File: src/rtl/fft_pkg.sv
// rtl/fft_pkg.sv - shared widths and types for the FFT output serializer
// Parameters: INT_WIDTH/FRACT_WIDTH word format, NFFT frame size, LATENCY FFT
// pipeline depth, DROP_CNT_WIDTH dropped-frame counter width.
package fft_pkg;

  localparam int INT_WIDTH      = 16;
  localparam int FRACT_WIDTH    = 16;
  localparam int DATA_WIDTH     = INT_WIDTH + FRACT_WIDTH;
  localparam int NFFT           = 8;
  localparam int LOG2_NFFT      = 3;
  localparam int LATENCY        = 4;
  localparam int DROP_CNT_WIDTH = 16;

  typedef logic [DATA_WIDTH-1:0]     word_t;
  typedef logic [LOG2_NFFT-1:0]      bin_t;
  typedef logic [DROP_CNT_WIDTH-1:0] drop_cnt_t;

endpackage

File: src/rtl/fft_out_serializer_if.sv
// rtl/fft_out_serializer_if.sv - FFT frame input and sample stream bundle
// Inputs: fft_en, in0..in7 real/imag (parallel FFT frame), out_ready.
// Outputs: out_valid, out_real, out_imag, out_index, out_last, frame_drop,
// drop_count. master = serializer side, slave = FFT/sink side.
interface fft_out_serializer_if;
  import fft_pkg::*;

  logic      fft_en;
  word_t     in0_real, in1_real, in2_real, in3_real;
  word_t     in4_real, in5_real, in6_real, in7_real;
  word_t     in0_imag, in1_imag, in2_imag, in3_imag;
  word_t     in4_imag, in5_imag, in6_imag, in7_imag;

  logic      out_valid;
  logic      out_ready;
  word_t     out_real;
  word_t     out_imag;
  bin_t      out_index;
  logic      out_last;
  logic      frame_drop;
  drop_cnt_t drop_count;

  modport master (
    input  fft_en,
    input  in0_real, in1_real, in2_real, in3_real,
    input  in4_real, in5_real, in6_real, in7_real,
    input  in0_imag, in1_imag, in2_imag, in3_imag,
    input  in4_imag, in5_imag, in6_imag, in7_imag,
    input  out_ready,
    output out_valid, out_real, out_imag, out_index, out_last,
    output frame_drop, drop_count
  );

  modport slave (
    output fft_en,
    output in0_real, in1_real, in2_real, in3_real,
    output in4_real, in5_real, in6_real, in7_real,
    output in0_imag, in1_imag, in2_imag, in3_imag,
    output in4_imag, in5_imag, in6_imag, in7_imag,
    output out_ready,
    input  out_valid, out_real, out_imag, out_index, out_last,
    input  frame_drop, drop_count
  );

endinterface

File: src/rtl/fft_frame_bank.sv
// rtl/fft_frame_bank.sv - one frame of 8 complex words, parallel load, indexed read
// Ports: clk; load (capture all 16 words); in0..in7 real/imag; rd_index;
// rd_real/rd_imag combinational read of the selected bin.
module fft_frame_bank
  import fft_pkg::*;
(
  input  logic  clk,
  input  logic  load,
  input  word_t in0_real,
  input  word_t in1_real,
  input  word_t in2_real,
  input  word_t in3_real,
  input  word_t in4_real,
  input  word_t in5_real,
  input  word_t in6_real,
  input  word_t in7_real,
  input  word_t in0_imag,
  input  word_t in1_imag,
  input  word_t in2_imag,
  input  word_t in3_imag,
  input  word_t in4_imag,
  input  word_t in5_imag,
  input  word_t in6_imag,
  input  word_t in7_imag,
  input  bin_t  rd_index,
  output word_t rd_real,
  output word_t rd_imag
);

  word_t mem_real [NFFT];
  word_t mem_imag [NFFT];

  // Contents are qualified by the owner's full flag, so no reset is needed.
  always_ff @(posedge clk) begin
    if (load) begin
      mem_real[0] <= in0_real;
      mem_real[1] <= in1_real;
      mem_real[2] <= in2_real;
      mem_real[3] <= in3_real;
      mem_real[4] <= in4_real;
      mem_real[5] <= in5_real;
      mem_real[6] <= in6_real;
      mem_real[7] <= in7_real;
      mem_imag[0] <= in0_imag;
      mem_imag[1] <= in1_imag;
      mem_imag[2] <= in2_imag;
      mem_imag[3] <= in3_imag;
      mem_imag[4] <= in4_imag;
      mem_imag[5] <= in5_imag;
      mem_imag[6] <= in6_imag;
      mem_imag[7] <= in7_imag;
    end
  end

  assign rd_real = mem_real[rd_index];
  assign rd_imag = mem_imag[rd_index];

endmodule

File: src/rtl/fft_out_serializer.sv
// rtl/fft_out_serializer.sv - ping-pong capture of FFT frames, one sample per cycle out
// Ports: clk; rst_n async active-low; bus (master modport) carrying fft_en,
// the parallel FFT frame, the valid/ready sample stream and drop reporting.
module fft_out_serializer #(
  parameter int LATENCY = fft_pkg::LATENCY
) (
  input logic                  clk,
  input logic                  rst_n,
  fft_out_serializer_if.master bus
);
  import fft_pkg::*;

  // Reset asserts immediately and releases on a clock edge.
  logic [1:0] rst_sync;
  logic       rst_n_int;

  always_ff @(posedge clk or negedge rst_n) begin
    if (!rst_n) rst_sync <= 2'b00;
    else        rst_sync <= {rst_sync[0], 1'b1};
  end

  assign rst_n_int = rst_sync[1];

  logic [LATENCY-1:0] en_dly;
  logic [1:0]         full;
  logic [1:0]         full_nxt;
  logic [1:0]         load;
  logic               wr_ptr;
  logic               rd_ptr;
  bin_t               idx;
  logic               cap_req;
  logic               cap_ok;
  logic               cap_drop;
  logic               valid;
  logic               accept;
  logic               frame_done;
  logic               frame_drop_q;
  drop_cnt_t          drop_count_q;
  word_t              bank_real [2];
  word_t              bank_imag [2];

  // Oldest fft_en sample in the delay line marks the cycle its frame appears.
  assign cap_req    = en_dly[LATENCY-1];
  assign valid      = full[rd_ptr];
  assign accept     = valid & bus.out_ready;
  assign frame_done = accept & (idx == bin_t'(NFFT - 1));

  // Release the read bank first so a capture on the same edge sees it empty.
  always_comb begin
    full_nxt = full;
    load     = 2'b00;
    if (frame_done) full_nxt[rd_ptr] = 1'b0;
    cap_ok   = cap_req & ~full_nxt[wr_ptr];
    cap_drop = cap_req &  full_nxt[wr_ptr];
    if (cap_ok) begin
      full_nxt[wr_ptr] = 1'b1;
      load[wr_ptr]     = 1'b1;
    end
  end

  always_ff @(posedge clk or negedge rst_n_int) begin
    if (!rst_n_int) begin
      en_dly       <= '0;
      full         <= 2'b00;
      wr_ptr       <= 1'b0;
      rd_ptr       <= 1'b0;
      idx          <= '0;
      frame_drop_q <= 1'b0;
      drop_count_q <= '0;
    end else begin
      en_dly <= (en_dly << 1) | LATENCY'(bus.fft_en);
      full   <= full_nxt;
      if (cap_ok) wr_ptr <= ~wr_ptr;
      if (accept) begin
        if (frame_done) begin
          idx    <= '0;
          rd_ptr <= ~rd_ptr;
        end else begin
          idx <= idx + 1'b1;
        end
      end
      frame_drop_q <= cap_drop;
      if (cap_drop && (drop_count_q != '1)) drop_count_q <= drop_count_q + 1'b1;
    end
  end

  for (genvar g = 0; g < 2; g++) begin : g_bank
    fft_frame_bank u_bank (
      .clk      (clk),
      .load     (load[g]),
      .in0_real (bus.in0_real),
      .in1_real (bus.in1_real),
      .in2_real (bus.in2_real),
      .in3_real (bus.in3_real),
      .in4_real (bus.in4_real),
      .in5_real (bus.in5_real),
      .in6_real (bus.in6_real),
      .in7_real (bus.in7_real),
      .in0_imag (bus.in0_imag),
      .in1_imag (bus.in1_imag),
      .in2_imag (bus.in2_imag),
      .in3_imag (bus.in3_imag),
      .in4_imag (bus.in4_imag),
      .in5_imag (bus.in5_imag),
      .in6_imag (bus.in6_imag),
      .in7_imag (bus.in7_imag),
      .rd_index (idx),
      .rd_real  (bank_real[g]),
      .rd_imag  (bank_imag[g])
    );
  end

  // Data-side outputs are forced to zero whenever nothing is offered.
  assign bus.out_valid  = valid;
  assign bus.out_real   = valid ? bank_real[rd_ptr] : '0;
  assign bus.out_imag   = valid ? bank_imag[rd_ptr] : '0;
  assign bus.out_index  = valid ? idx : '0;
  assign bus.out_last   = valid & (idx == bin_t'(NFFT - 1));
  assign bus.frame_drop = frame_drop_q;
  assign bus.drop_count = drop_count_q;

endmodule

File: src/flat_wrapper.sv
// flat-port wrapper written by rule: the top's interface ports become plain ports
module fft_out_serializer_flat import fft_pkg::*;
#(
  parameter int LATENCY = fft_pkg::LATENCY
)
  (clk, rst_n, bus_fft_en, bus_in0_real, bus_in1_real, bus_in2_real, bus_in3_real, bus_in4_real, bus_in5_real, bus_in6_real, bus_in7_real, bus_in0_imag, bus_in1_imag, bus_in2_imag, bus_in3_imag, bus_in4_imag, bus_in5_imag, bus_in6_imag, bus_in7_imag, bus_out_ready, bus_out_valid, bus_out_real, bus_out_imag, bus_out_index, bus_out_last, bus_frame_drop, bus_drop_count);
  fft_out_serializer_if bus_i ();
  input logic clk;
  input logic rst_n;
  input wire logic [$bits(bus_i.fft_en)-1:0] bus_fft_en;
  input wire logic [$bits(bus_i.in0_real)-1:0] bus_in0_real;
  input wire logic [$bits(bus_i.in1_real)-1:0] bus_in1_real;
  input wire logic [$bits(bus_i.in2_real)-1:0] bus_in2_real;
  input wire logic [$bits(bus_i.in3_real)-1:0] bus_in3_real;
  input wire logic [$bits(bus_i.in4_real)-1:0] bus_in4_real;
  input wire logic [$bits(bus_i.in5_real)-1:0] bus_in5_real;
  input wire logic [$bits(bus_i.in6_real)-1:0] bus_in6_real;
  input wire logic [$bits(bus_i.in7_real)-1:0] bus_in7_real;
  input wire logic [$bits(bus_i.in0_imag)-1:0] bus_in0_imag;
  input wire logic [$bits(bus_i.in1_imag)-1:0] bus_in1_imag;
  input wire logic [$bits(bus_i.in2_imag)-1:0] bus_in2_imag;
  input wire logic [$bits(bus_i.in3_imag)-1:0] bus_in3_imag;
  input wire logic [$bits(bus_i.in4_imag)-1:0] bus_in4_imag;
  input wire logic [$bits(bus_i.in5_imag)-1:0] bus_in5_imag;
  input wire logic [$bits(bus_i.in6_imag)-1:0] bus_in6_imag;
  input wire logic [$bits(bus_i.in7_imag)-1:0] bus_in7_imag;
  input wire logic [$bits(bus_i.out_ready)-1:0] bus_out_ready;
  output wire logic [$bits(bus_i.out_valid)-1:0] bus_out_valid;
  output wire logic [$bits(bus_i.out_real)-1:0] bus_out_real;
  output wire logic [$bits(bus_i.out_imag)-1:0] bus_out_imag;
  output wire logic [$bits(bus_i.out_index)-1:0] bus_out_index;
  output wire logic [$bits(bus_i.out_last)-1:0] bus_out_last;
  output wire logic [$bits(bus_i.frame_drop)-1:0] bus_frame_drop;
  output wire logic [$bits(bus_i.drop_count)-1:0] bus_drop_count;
  assign bus_i.fft_en = bus_fft_en;
  assign bus_i.in0_real = bus_in0_real;
  assign bus_i.in1_real = bus_in1_real;
  assign bus_i.in2_real = bus_in2_real;
  assign bus_i.in3_real = bus_in3_real;
  assign bus_i.in4_real = bus_in4_real;
  assign bus_i.in5_real = bus_in5_real;
  assign bus_i.in6_real = bus_in6_real;
  assign bus_i.in7_real = bus_in7_real;
  assign bus_i.in0_imag = bus_in0_imag;
  assign bus_i.in1_imag = bus_in1_imag;
  assign bus_i.in2_imag = bus_in2_imag;
  assign bus_i.in3_imag = bus_in3_imag;
  assign bus_i.in4_imag = bus_in4_imag;
  assign bus_i.in5_imag = bus_in5_imag;
  assign bus_i.in6_imag = bus_in6_imag;
  assign bus_i.in7_imag = bus_in7_imag;
  assign bus_i.out_ready = bus_out_ready;
  assign bus_out_valid = bus_i.out_valid;
  assign bus_out_real = bus_i.out_real;
  assign bus_out_imag = bus_i.out_imag;
  assign bus_out_index = bus_i.out_index;
  assign bus_out_last = bus_i.out_last;
  assign bus_frame_drop = bus_i.frame_drop;
  assign bus_drop_count = bus_i.drop_count;
  fft_out_serializer #(.LATENCY(LATENCY)) u_core (.clk(clk), .rst_n(rst_n), .bus(bus_i));
endmodule
File: config.mk
export PLATFORM = sky130hd
export DESIGN_NAME = fft_out_serializer_flat
export DESIGN_NICKNAME = d
export VERILOG_FILES = /design/src/rtl/fft_pkg.sv /design/src/rtl/fft_out_serializer_if.sv /design/src/rtl/fft_frame_bank.sv /design/src/rtl/fft_out_serializer.sv /design/src/flat_wrapper.sv
export SDC_FILE = /design/constraint.sdc
export NUM_CORES = 1
export LEC_CHECK = 0
export ABC_AREA = 1
export CAP_MARGIN = 20
export CELL_PAD_IN_SITES_DETAIL_PLACEMENT = 1
export CELL_PAD_IN_SITES_GLOBAL_PLACEMENT = 1
export CORE_MARGIN = 2
export CORE_UTILIZATION = 47
export DETAILED_ROUTE_END_ITERATION = 10
export PLACE_DENSITY = 0.82
export REMOVE_ABC_BUFFERS = 1
export SKIP_CTS_REPAIR_TIMING = 1
export SLEW_MARGIN = 0
export SYNTH_ARGS = -nofsm -noshare
export SYNTH_HDL_FRONTEND = slang
export SYNTH_SLANG_ARGS = --single-unit
File: constraint.sdc
create_clock -name clk -period 3.37 [get_ports clk]
set_clock_uncertainty 0.15 [all_clocks]
set_input_delay 0.674 -clock clk [delete_from_list [all_inputs] [get_ports clk]]
set_output_delay 0.674 -clock clk [all_outputs]
set_load 0.02 [all_outputs]
After elaboration in Yosys (flattened, before gate mapping)
Memories as Yosys holds them, arrays and structs flattened.
Index checks and enable logic that the tools add are counted.
{"block": "op_classes", "addsub": 2, "n_lt_le_gt_ge": 5, "n_eq_ne": 2, "muxes": 25, "bitwise_logic": 13, "n_reduce_logical": 4}
{"operator": "$mux W32", "count": 8}
{"operator": "$add A16 B1 Y16 const B", "count": 1}
{"operator": "$ne A16 B16 Y1 const B", "count": 1}
{"operator": "$mux W1", "count": 10}
{"operator": "$mux W2", "count": 3}
{"operator": "$mux W3", "count": 2}
{"operator": "$and A1 B1 Y1", "count": 5}
{"operator": "$lt A1 B2 Y1 const B", "count": 2}
{"operator": "$or A4 B1 Y4", "count": 1}
{"operator": "$add A3 B1 Y3 const B", "count": 1}
{"operator": "$eq A3 B3 Y1 const B", "count": 1}
{"operator": "$logic_and A1 B1 Y1", "count": 3}
{"operator": "$not A1 Y1", "count": 3}
{"operator": "$and A2 B2 Y2", "count": 1}
{"operator": "$demux W1 S1", "count": 2}
{"operator": "$ge A1 B1 Y1 const B", "count": 2}
{"operator": "$ge A2 B2 Y1 const B", "count": 1}
{"operator": "$not A1 Y2", "count": 1}
{"operator": "$not A2 Y2", "count": 1}
{"operator": "$or A2 B2 Y2", "count": 1}
{"operator": "$reduce_and A2 Y1", "count": 1}
{"block": "word_totals", "register_bits": 30, "ramBits": 1024, "input_bits": 516, "output_inout_bits": 86, "word_cells": 63, "mem_count": 4}
{"memory": "u_core.g_bank[0].u_bank.mem_imag", "words": 8, "width": 32, "rd": 1, "rd_clocked_by_memory_dff": 0, "wr": 8, "line_no": "fft_frame_bank.sv:31", "source": "word_t mem_imag [NFFT];"}
{"memory": "u_core.g_bank[0].u_bank.mem_real", "words": 8, "width": 32, "rd": 1, "rd_clocked_by_memory_dff": 0, "wr": 8, "line_no": "fft_frame_bank.sv:30", "source": "word_t mem_real [NFFT];"}
{"memory": "u_core.g_bank[1].u_bank.mem_imag", "words": 8, "width": 32, "rd": 1, "rd_clocked_by_memory_dff": 0, "wr": 8, "line_no": "fft_frame_bank.sv:31"}
{"memory": "u_core.g_bank[1].u_bank.mem_real", "words": 8, "width": 32, "rd": 1, "rd_clocked_by_memory_dff": 0, "wr": 8, "line_no": "fft_frame_bank.sv:30"}

Longest topological paths before layout
Gate-level depths: netlist (run 1).
{"block": "logic_depth", "ltp_word": 14, "mapped_depth": 11, "depth_no_buf": 8}

Hierarchy
A second synthesis (run 1) with hierarchy kept.
{"block": "unflattened", "hier_cells": 4971, "area_unflattened_um2": 47511.8}
{"mod": "fft_frame_bank", "instances": 2, "cells_each": 2213, "area_per_inst_um2": 22312.6, "seq_area_each_um2": 15374.7}
{"mod": "fft_out_serializer", "instances": 1, "cells_each": 545, "area_per_inst_um2": 2886.5, "seq_area_each_um2": 750.7}

Worst setup path before layout (run 1)
No wires, ideal clock.
{"block": "synth_path", "path_type": "register to register", "startpoint": "register u_core.idx[0]", "endpoint": "register u_core.full[1]", "setup_time_ps": 211, "t_arrival_ps": 38023, "required_ps": 3009, "setup_slack_ps": -35014, "path_stages_with_launch": 6, "n_path_buf": 0, "period_less_slack_ps": 38384, "path_cell_list": "dfrtp_1 ha_1 ha_1 a31oi_1 nor3_1 or2_2"}
{"block": "synth_via", "elab_chain_cells": 8, "word_cells_on_any_way": 9, "classes_between": "eq/ne (1); mux (4); bitwise (4)"}
{"item": "from (decl)", "line_no": "fft_out_serializer.sv:30", "source": "bin_t idx;"}
{"item": "from (signal assigned)", "line_no": "fft_out_serializer.sv:79", "source": "idx <= idx + 1'b1;"}
{"item": "$eq A3 B3 Y1 *", "line_no": "fft_out_serializer.sv:46", "source": "assign frame_done = accept & (idx == bin_t'(NFFT - 1));"}
{"item": "$and A1 B1 Y1 *", "line_no": "fft_out_serializer.sv:46"}
{"item": "$mux W2 *", "line_no": "fft_out_serializer.sv:52", "source": "if (frame_done) full_nxt[rd_ptr] = 1'b0;"}
{"item": "$mux W1 (implied by the code) (2 in series)", "line_no": "fft_out_serializer.sv:53", "source": "cap_ok = cap_req & ~full_nxt[wr_ptr];"}
{"item": "$not A1 Y1", "line_no": "fft_out_serializer.sv:53"}
{"item": "$and A1 B1 Y1", "line_no": "fft_out_serializer.sv:53"}
{"item": "$mux W2 *", "line_no": "fft_out_serializer.sv:55", "source": "if (cap_ok) begin"}
{"item": "named net u_core.full_nxt[1]", "line_no": "fft_out_serializer.sv:26", "source": "logic [1:0] full_nxt;"}
{"item": "to (signal assigned)", "line_no": "fft_out_serializer.sv:72", "source": "full <= full_nxt;"}
{"item": "to (decl)", "line_no": "fft_out_serializer.sv:25", "source": "logic [1:0] full;"}
Mark *: on every way through the listed nets, which the timed path passes. The rest lies on a longest branch. The select of a mux whose other input is x is not followed.
A chain may end at the register's enable or synchronous reset.

Worst setup path after layout (run 1)
{"block": "layout_path", "startpoint": "register u_core.idx[0]", "endpoint": "output port bus_out_real[24]"}
{"block": "layout_via", "elab_chain_cells": 5, "word_cells_on_any_way": 6, "classes_between": "mux (4); memory (2)"}
{"item": "$mem_v2 Z8 W32"}
{"item": "$mux W32 (implied by the code) * (3 in series)", "line_no": "fft_out_serializer.sv:115", "source": "assign bus.out_real = valid ? bank_real[rd_ptr] : '0;"}
{"item": "$mux W32 *", "line_no": "fft_out_serializer.sv:115"}
{"item": "to (decl)", "line_no": "flat_wrapper.sv:29", "source": "output wire logic [$bits(bus_i.out_real)-1:0] bus_out_real;"}
Mark *: on every way between the ends. The rest lies on a longest branch, timed or not. The select of a mux whose other input is x is not followed.

==> results of run 1 <==
==> where the power goes <==
group / internal, mW / total [mW] / switching (mW)
combinational: 7.59 / 20.9 / 13.3
clock: 6.66 / 12.0 / 5.30
sequential: 15.8 / 16.2 / 0.473
==> sequential cells by signal (all words and copies together), names as in the netlist <==
signal	flops
u_core.rd_ptr	1
u_core.bus.frame_drop	1
u_core.wr_ptr	1
u_core.idx	3
u_core.g_bank.u_bank.mem_real	512
u_core.g_bank.u_bank.mem_imag	512
u_core.full	2
u_core.en_dly	4
u_core.rst_sync	2
u_core.bus.drop_count	16
==> cells by family (layout without fill, tap and decap cells) <==
group	Yosys count	after routing	share of synthesized area
XOR/XNOR	6	6	0.00124
buffers and inverters	293	1070	0.0307
AND/OR/NAND/NOR	1704	1704	0.164
flip-flops	1054	1054	0.742
adder cells (fa/ha/maj)	3	3	0.000885
other	1	46	0.0000884
AO/OA/AOI/OAI	505	505	0.0607
==> layout by cell type (no fill, tap or decap), types with 21 or more instances in the layout <==
master              n
o21ai_0           269
edfxtp_1         1024
clkdlybuf4s50_1   532
buf_6              34
clkbuf_1           21
clkinv_2           24
nand2_1           395
inv_1              64
diode_2            45
nor2_2             41
a21oi_2            45
buf_12             52
clkbuf_16         137
clkinv_1           33
o21ai_1           145
buf_4             101
dfrtp_1            26
nand3_1           354
nand3_2            31
nor2_1            853
==> Yosys cell counts, types with 17 or more instances <==
cell	count	share of area
a21oi_1	64	0.0075
buf_1	20	0.0018
buf_2	96	0.011
clkbuf_1	91	0.0081
dfrtp_1	30	0.018
edfxtp_1	1024	0.72
inv_1	67	0.0059
nand2_1	398	0.035
nand3_1	384	0.045
nor2_1	900	0.080
o211ai_1	17	0.0030
o21ai_0	321	0.038
o21ai_1	100	0.012
==> worst max-delay path, stage by stage (launching register included) <==
cell and delay [ps]:
dfrtp_4 500, buf_12 170, buf_16 160, buf_8 150
buf_6 150, nor2_1 190, nor2_1 80, o21ai_0 150
nand3_1 180, nand3_2 110, a21oi_2 60, buf_4 170
==> layer usage <==
metal,GRT usage,vias up,share of wire
met5,0,-,0.00093
met4,0.169,22,0.053
met3,0.0549,458,0.072
met2,0.539,1803,0.52
met1,0.351,16416,0.36
li1,-,13984,-
==> final timing paths <==
| kind | start | end | slack (ps) |
|---|---|---|---|
| max | u_core.idx[0]$_DFFE_PN0P_ | bus_out_real[24] | -250 |
| min | u_core.rst_sync[1]$_DFF_PN0_ | u_core.bus.drop_count[1]$_DFFE_PN0P_ | 190 |
| max reg2reg | u_core.idx[0]$_DFFE_PN0P_ | u_core.g_bank[0].u_bank.mem_imag[0][30]$_DFFE_PP_ | 30 |
| min reg2reg | u_core.rst_sync[1]$_DFF_PN0_ | u_core.bus.drop_count[1]$_DFFE_PN0P_ | 190 |
| max in group asynchronous | u_core.rst_sync[1]$_DFF_PN0_ | u_core.bus.drop_count[9]$_DFFE_PN0P_ | 2220 |
| min in group clk | u_core.rst_sync[0]$_DFF_PN0_ | u_core.rst_sync[1]$_DFF_PN0_ | 200 |
==> cell type report <==
class,instances,share of cell area
Multi-Input combinational cell,2219,0.182
Inverter,69,0.00565
Timing Repair inverter,2,0.000492
Tap cell,1176,0.0263
Clock inverter,77,0.0112
Antenna cell,45,0.00201
Clock buffer,132,0.0510
Timing Repair Buffer,790,0.159
Sequential cell,1054,0.563
==> impl_metrics.tcl, run 1 <==
set metrics [dict create \
    fin_nets 4765 \
    final.min_clock_period_ps 3620 \
    drive_gt1_frac 0.129 \
    p_per_area_nw_per_um2 876 \
    antenna_left 0 \
    synth_edf_count 1024 \
    seqCellArea_sq_um 31500 \
    hpwlAfterDp_microns 93600 \
    period_share 1.07 \
    grt_overflow 0 \
    netlist_instances 3566 \
    io_buffers 601 \
    clock-sinks 1054 \
    syn_area_sq_um 42400 \
    htree_levels 3 \
    yosysSeqAreaShare 0.742 \
    syn_area_per_cell_sq_um 11.9 \
    ir_drop_v 0.000821 \
    postPlaceCellArea_sq_um 50600 \
    crit_path_start_kind "flop" \
    violations "negative setup slack" \
    tns_ps -4960 \
    end_kind "output port" \
    slew_viol_final 0 \
    grt_pass1_vias 34665 \
    numCtsBuffers 110 \
    design_area_sq_um 56000 \
    hold_path_class "flop to asynchronous set/reset pin" \
    cts_root_buffer "clkbuf_16" \
    hold_ws_ps 192 \
    max_freq_mhz 276 \
    grt_max_degree 60 \
    fin_cells 5564 \
    tightest_slew_ps 824 \
    synth-main-ff-cell "edfxtp_1" \
    grt_first_pass_wirelength_microns 212000 \
    wire_per_inst_microns 28.1 \
    finalHoldViolations 0 \
    drc 0 \
    cts_tree "yes" \
    firstDrtPassIters 5 \
    critPathRequiredTime_ps 2550 \
    fill_cells 8849 \
    gp_congestion 0.840 \
    drt_iter0_drc 3619 \
    r2r_cells 11 \
    ys_seq_elements 1054 \
    via_count 32683 \
    status "finished, violations left" \
    finalSetupViolCount 57 \
    dp.cells 5247 \
    power.total_mw 49.1 \
    multiInputGateArea_sq_um 10200 \
    viasPerCell 5.87 \
    fin_ws_ps -251 \
    start_util 0.473 \
    routed_wirelength_microns 156000 \
    relSlewSlack 0.451 \
    worstPathArrival_ps 2800 \
    crit_fanout 9 \
    critical_path_class "flop to output port" \
    grtUsageTotal 0.305 \
    die_y_microns 304 \
    rsz0062_at_grt "yes" \
    clk_pin_slew_ps 60 \
    fp.dieW_microns 304 \
    coreArea_sq_um 89700 \
    max_cap_viol_count 0 \
    leakage_nw 19.9 \
    antenna_found_initial 49 \
    utilization 0.624 \
    pin_count 602 \
    dp_slack_ps 21.4 \
    dieArea_sq_um 92700 \
    placementRows 110 \
    clock_latency_ps 700 \
    postSynth.asyncResetShare 0.0285 \
    yosysWarnings 0 \
    syn_to_final_growth_pct 32.0 \
    yosysUniqueCellTypes 32 \
    clockBufferDepth 3 \
]
(Power assumes the default switching activity.)
==> inputs of run 2 (changes only) <==
--- a/config.mk
+++ b/config.mk
@@ -5,12 +5,11 @@
 export SDC_FILE = /design/constraint.sdc
 export NUM_CORES = 1
 export LEC_CHECK = 0
-export ABC_AREA = 1
 export CAP_MARGIN = 20
 export CELL_PAD_IN_SITES_DETAIL_PLACEMENT = 1
 export CELL_PAD_IN_SITES_GLOBAL_PLACEMENT = 1
 export CORE_MARGIN = 2
-export CORE_UTILIZATION = 47
+export CORE_UTILIZATION = 51
 export DETAILED_ROUTE_END_ITERATION = 10
 export PLACE_DENSITY = 0.82
 export REMOVE_ABC_BUFFERS = 1
==> impl_metrics.tcl, run 2 <==
set metrics [dict create \
    hold_path_class "primary input to asynchronous set/reset pin" \
    start_util 0.514 \
    synth-main-ff-cell "edfxtp_1" \
    gp_congestion 0.846 \
    max_freq_mhz 273 \
    p_per_area_nw_per_um2 520 \
    drc 0 \
    dp.cells 3342 \
    firstDrtPassIters 7 \
    leakage_nw 16.9 \
    cts_tree "yes" \
    fin_cells 3632 \
    wire_per_inst_microns 35.6 \
    endpoint "bus_out_real[30]" \
    numCtsBuffers 104 \
    antenna_left 0 \
    cts_root_buffer "clkbuf_16" \
    crit_family "buffers and inverters" \
    syn_area_sq_um 39700 \
    clock_latency_ps 660 \
    grt_pass1_vias 24402 \
    synthTopCellsByArea "edfxtp_1 (77%), mux4_2 (15%), a22oi_1 (2.4%), dfrtp_1 (1.9%), a21oi_1 (0.83%)" \
    violations "negative setup slack" \
    cp_slowest_cell "mux4_2" \
    max_cap_viol_count 0 \
    grt_overflow 0 \
    yosysMostFrequentCell "edfxtp_1" \
    die_y_microns 283 \
    synth_edf_count 1024 \
    dieArea_sq_um 80200 \
    pin_count 602 \
    drive_gt1_frac 0.295 \
    yosysTopAreaCellShare 0.774 \
    crit_start "u_core.idx[0]$_DFFE_PN0P_" \
    syn_area_per_cell_sq_um 23.5 \
    coreArea_sq_um 77300 \
    synth.top_cells.by_count "edfxtp_1 (1024), mux4_2 (256), a22oi_1 (129), a21oi_1 (66), clkbuf_1 (37)" \
    worstPathArrival_ps 2840 \
    rsz0062_at_grt "yes" \
    htree_levels 3 \
    slew_viol_final 0 \
    r2r-start "u_core.idx[0]$_DFFE_PN0P_" \
    final.min_clock_period_ps 3660 \
    hold_ws_ps 34.0 \
    via_count 22427 \
    crit_chain "buf_12, buf_16, buf_8, mux4_2, a22oi_1, a21oi_4, buf_6" \
    r2r_cells 10 \
    critPathRequiredTime_ps 2550 \
    relSlewSlack 0.494 \
    fin_ws_ps -290 \
    grt_first_pass_wirelength_microns 173000 \
    fp.dieW_microns 283 \
    ys_seq_elements 1054 \
    tightest_slew_ps 759 \
    worst-path-buf-inv 4 \
    netlist_instances 1694 \
    reg2reg_slack_ps 200 \
    layout_commonest_cell "edfxtp_1" \
    crit_fanout 9 \
    clock-sinks 1054 \
    synth_top_area_cell "edfxtp_1" \
    postPlaceCellArea_sq_um 48000 \
    antenna_found_initial 58 \
    clk_pin_slew_ps 60 \
    finalSetupViolCount 66 \
    critPathMaxStageDelay_ps 500 \
    syn_to_final_growth_pct 32.9 \
    worstSetupPathDepth 7 \
    drt_iter0_drc 2460 \
    period_share 1.09 \
    grtUsageTotal 0.299 \
    power.total_mw 27.5 \
    end_kind "output port" \
    placementRows 102 \
    crit_path_start_kind "flop" \
    yosysWarnings 0 \
    routed_wirelength_microns 129000 \
    postSynth.asyncResetShare 0.0285 \
    wl_met3_microns 9840 \
    grt_max_degree 77 \
    ir_drop_v 0.000560 \
    viasPerCell 6.17 \
    clockBufferDepth 3 \
    status "finished, violations left" \
    yosysSeqAreaShare 0.793 \
    dr_wl_met2_microns 70200 \
    hpwlAfterDp_microns 75600 \
    design_area_sq_um 52800 \
    finalHoldViolations 0 \
    top_layer "met5" \
    utilization 0.683 \
    fin_nets 2975 \
    layout_common_cells "edfxtp_1 (1024), clkdlybuf4s50_1 (535), mux4_2 (256), clkbuf_16 (119), a22oi_2 (95)" \
    io_buffers 601 \
    rr_endpoint "u_core.bus.drop_count[3]$_DFFE_PN0P_" \
    wirelength_met1_microns 44700 \
    critical_path_class "flop to output port" \
    yosysUniqueCellTypes 37 \
]
==> run 2: cell types whose count changed after synthesis, moves of 8 or more <==
cell	change
buf_1	-16
nand2_1	-387
clkbuf_1	-54
nand4_1	-8
nor2_1	-898
inv_1	-62
nand3_1	-376
o211ai_1	-17
xor2_1	+11
o21ai_1	-100
o21ai_0	-318
a22oi_1	+129
buf_2	-67
mux4_2	+256
==> run 2: cell type report <==
cell class / instances / area, sq um
sequential: 1054 / 31500
fill: 6103 / 24500
multi-input combinational: 539 / 8290
timing repair buffer: 752 / 8130
clock buffer: 121 / 2710
tap: 1040 / 1300
clock inverter: 72 / 749
antenna: 49 / 123
inverter: 5 / 18.8
==> run 2: per-stage QoR <==
| stage | setup WS [ps] | TNS [ps] |
|---|---|---|
| after CTS | -739 | -38590 |
| after detailed placement | -17.6 | -17.6 |
| after floorplan | -46340 | - |
| after global routing | -320 | -12650 |
| final | -290 | -7870 |
| after global placement | 121 | 0 |
==> run 2: power by group <==
group / leakage, nW / switching [mW] / total [mW] / internal (mW)
clock: 1.70 / 5.15 / 12.0 / 6.84
sequential: 9.57 / 0.0771 / 14.5 / 14.4
combinational: 5.62 / 0.391 / 1.03 / 0.638
total: 16.9 / 5.62 / 27.5 / 21.9
==> run 2: worst min path at each step <==
stage / to / depth (start not counted) / slack, ps / from
2_1_floorplan: u_core.en_dly[1]$_DFF_PN0_ / 0 / 180 / u_core.en_dly[0]$_DFF_PN0_
3_3_place_gp: u_core.bus.drop_count[4]$_DFFE_PN0P_ / 0 / 100 / u_core.rst_sync[1]$_DFF_PN0_
3_5_place_dp: u_core.bus.drop_count[6]$_DFFE_PN0P_ / 0 / 110 / u_core.rst_sync[1]$_DFF_PN0_
4_1_cts: u_core.rst_sync[1]$_DFF_PN0_ / 1 / -9 / rst_n
5_1_grt: u_core.rst_sync[1]$_DFF_PN0_ / 1 / 30 / rst_n
6_report: u_core.rst_sync[1]$_DFF_PN0_ / 1 / 30 / rst_n
==> run 2: cells by family (layout without fill, tap and decap cells) <==
logic type                 after synthesis  after routing  share of synthesized area
DFF                                   1054           1054                      0.793
muxes                                  258            258                      0.146
AOI/OAI and AO/OA                      213            213                     0.0367
buffers and inverters                  101            950                     0.0139
and+or+nand+nor                         48             48                    0.00664
xor gates and xnor gates                16             16                    0.00353
adders and majority gates                3              3                   0.000945
other                                    1             50                  0.0000944
==> run 2: routing by layer <==
metal	global-route usage	up-vias
met5	0	-
met4	0.127	34
met3	0.0659	257
met2	0.532	1361
li1	-	8911
met1	0.350	11864
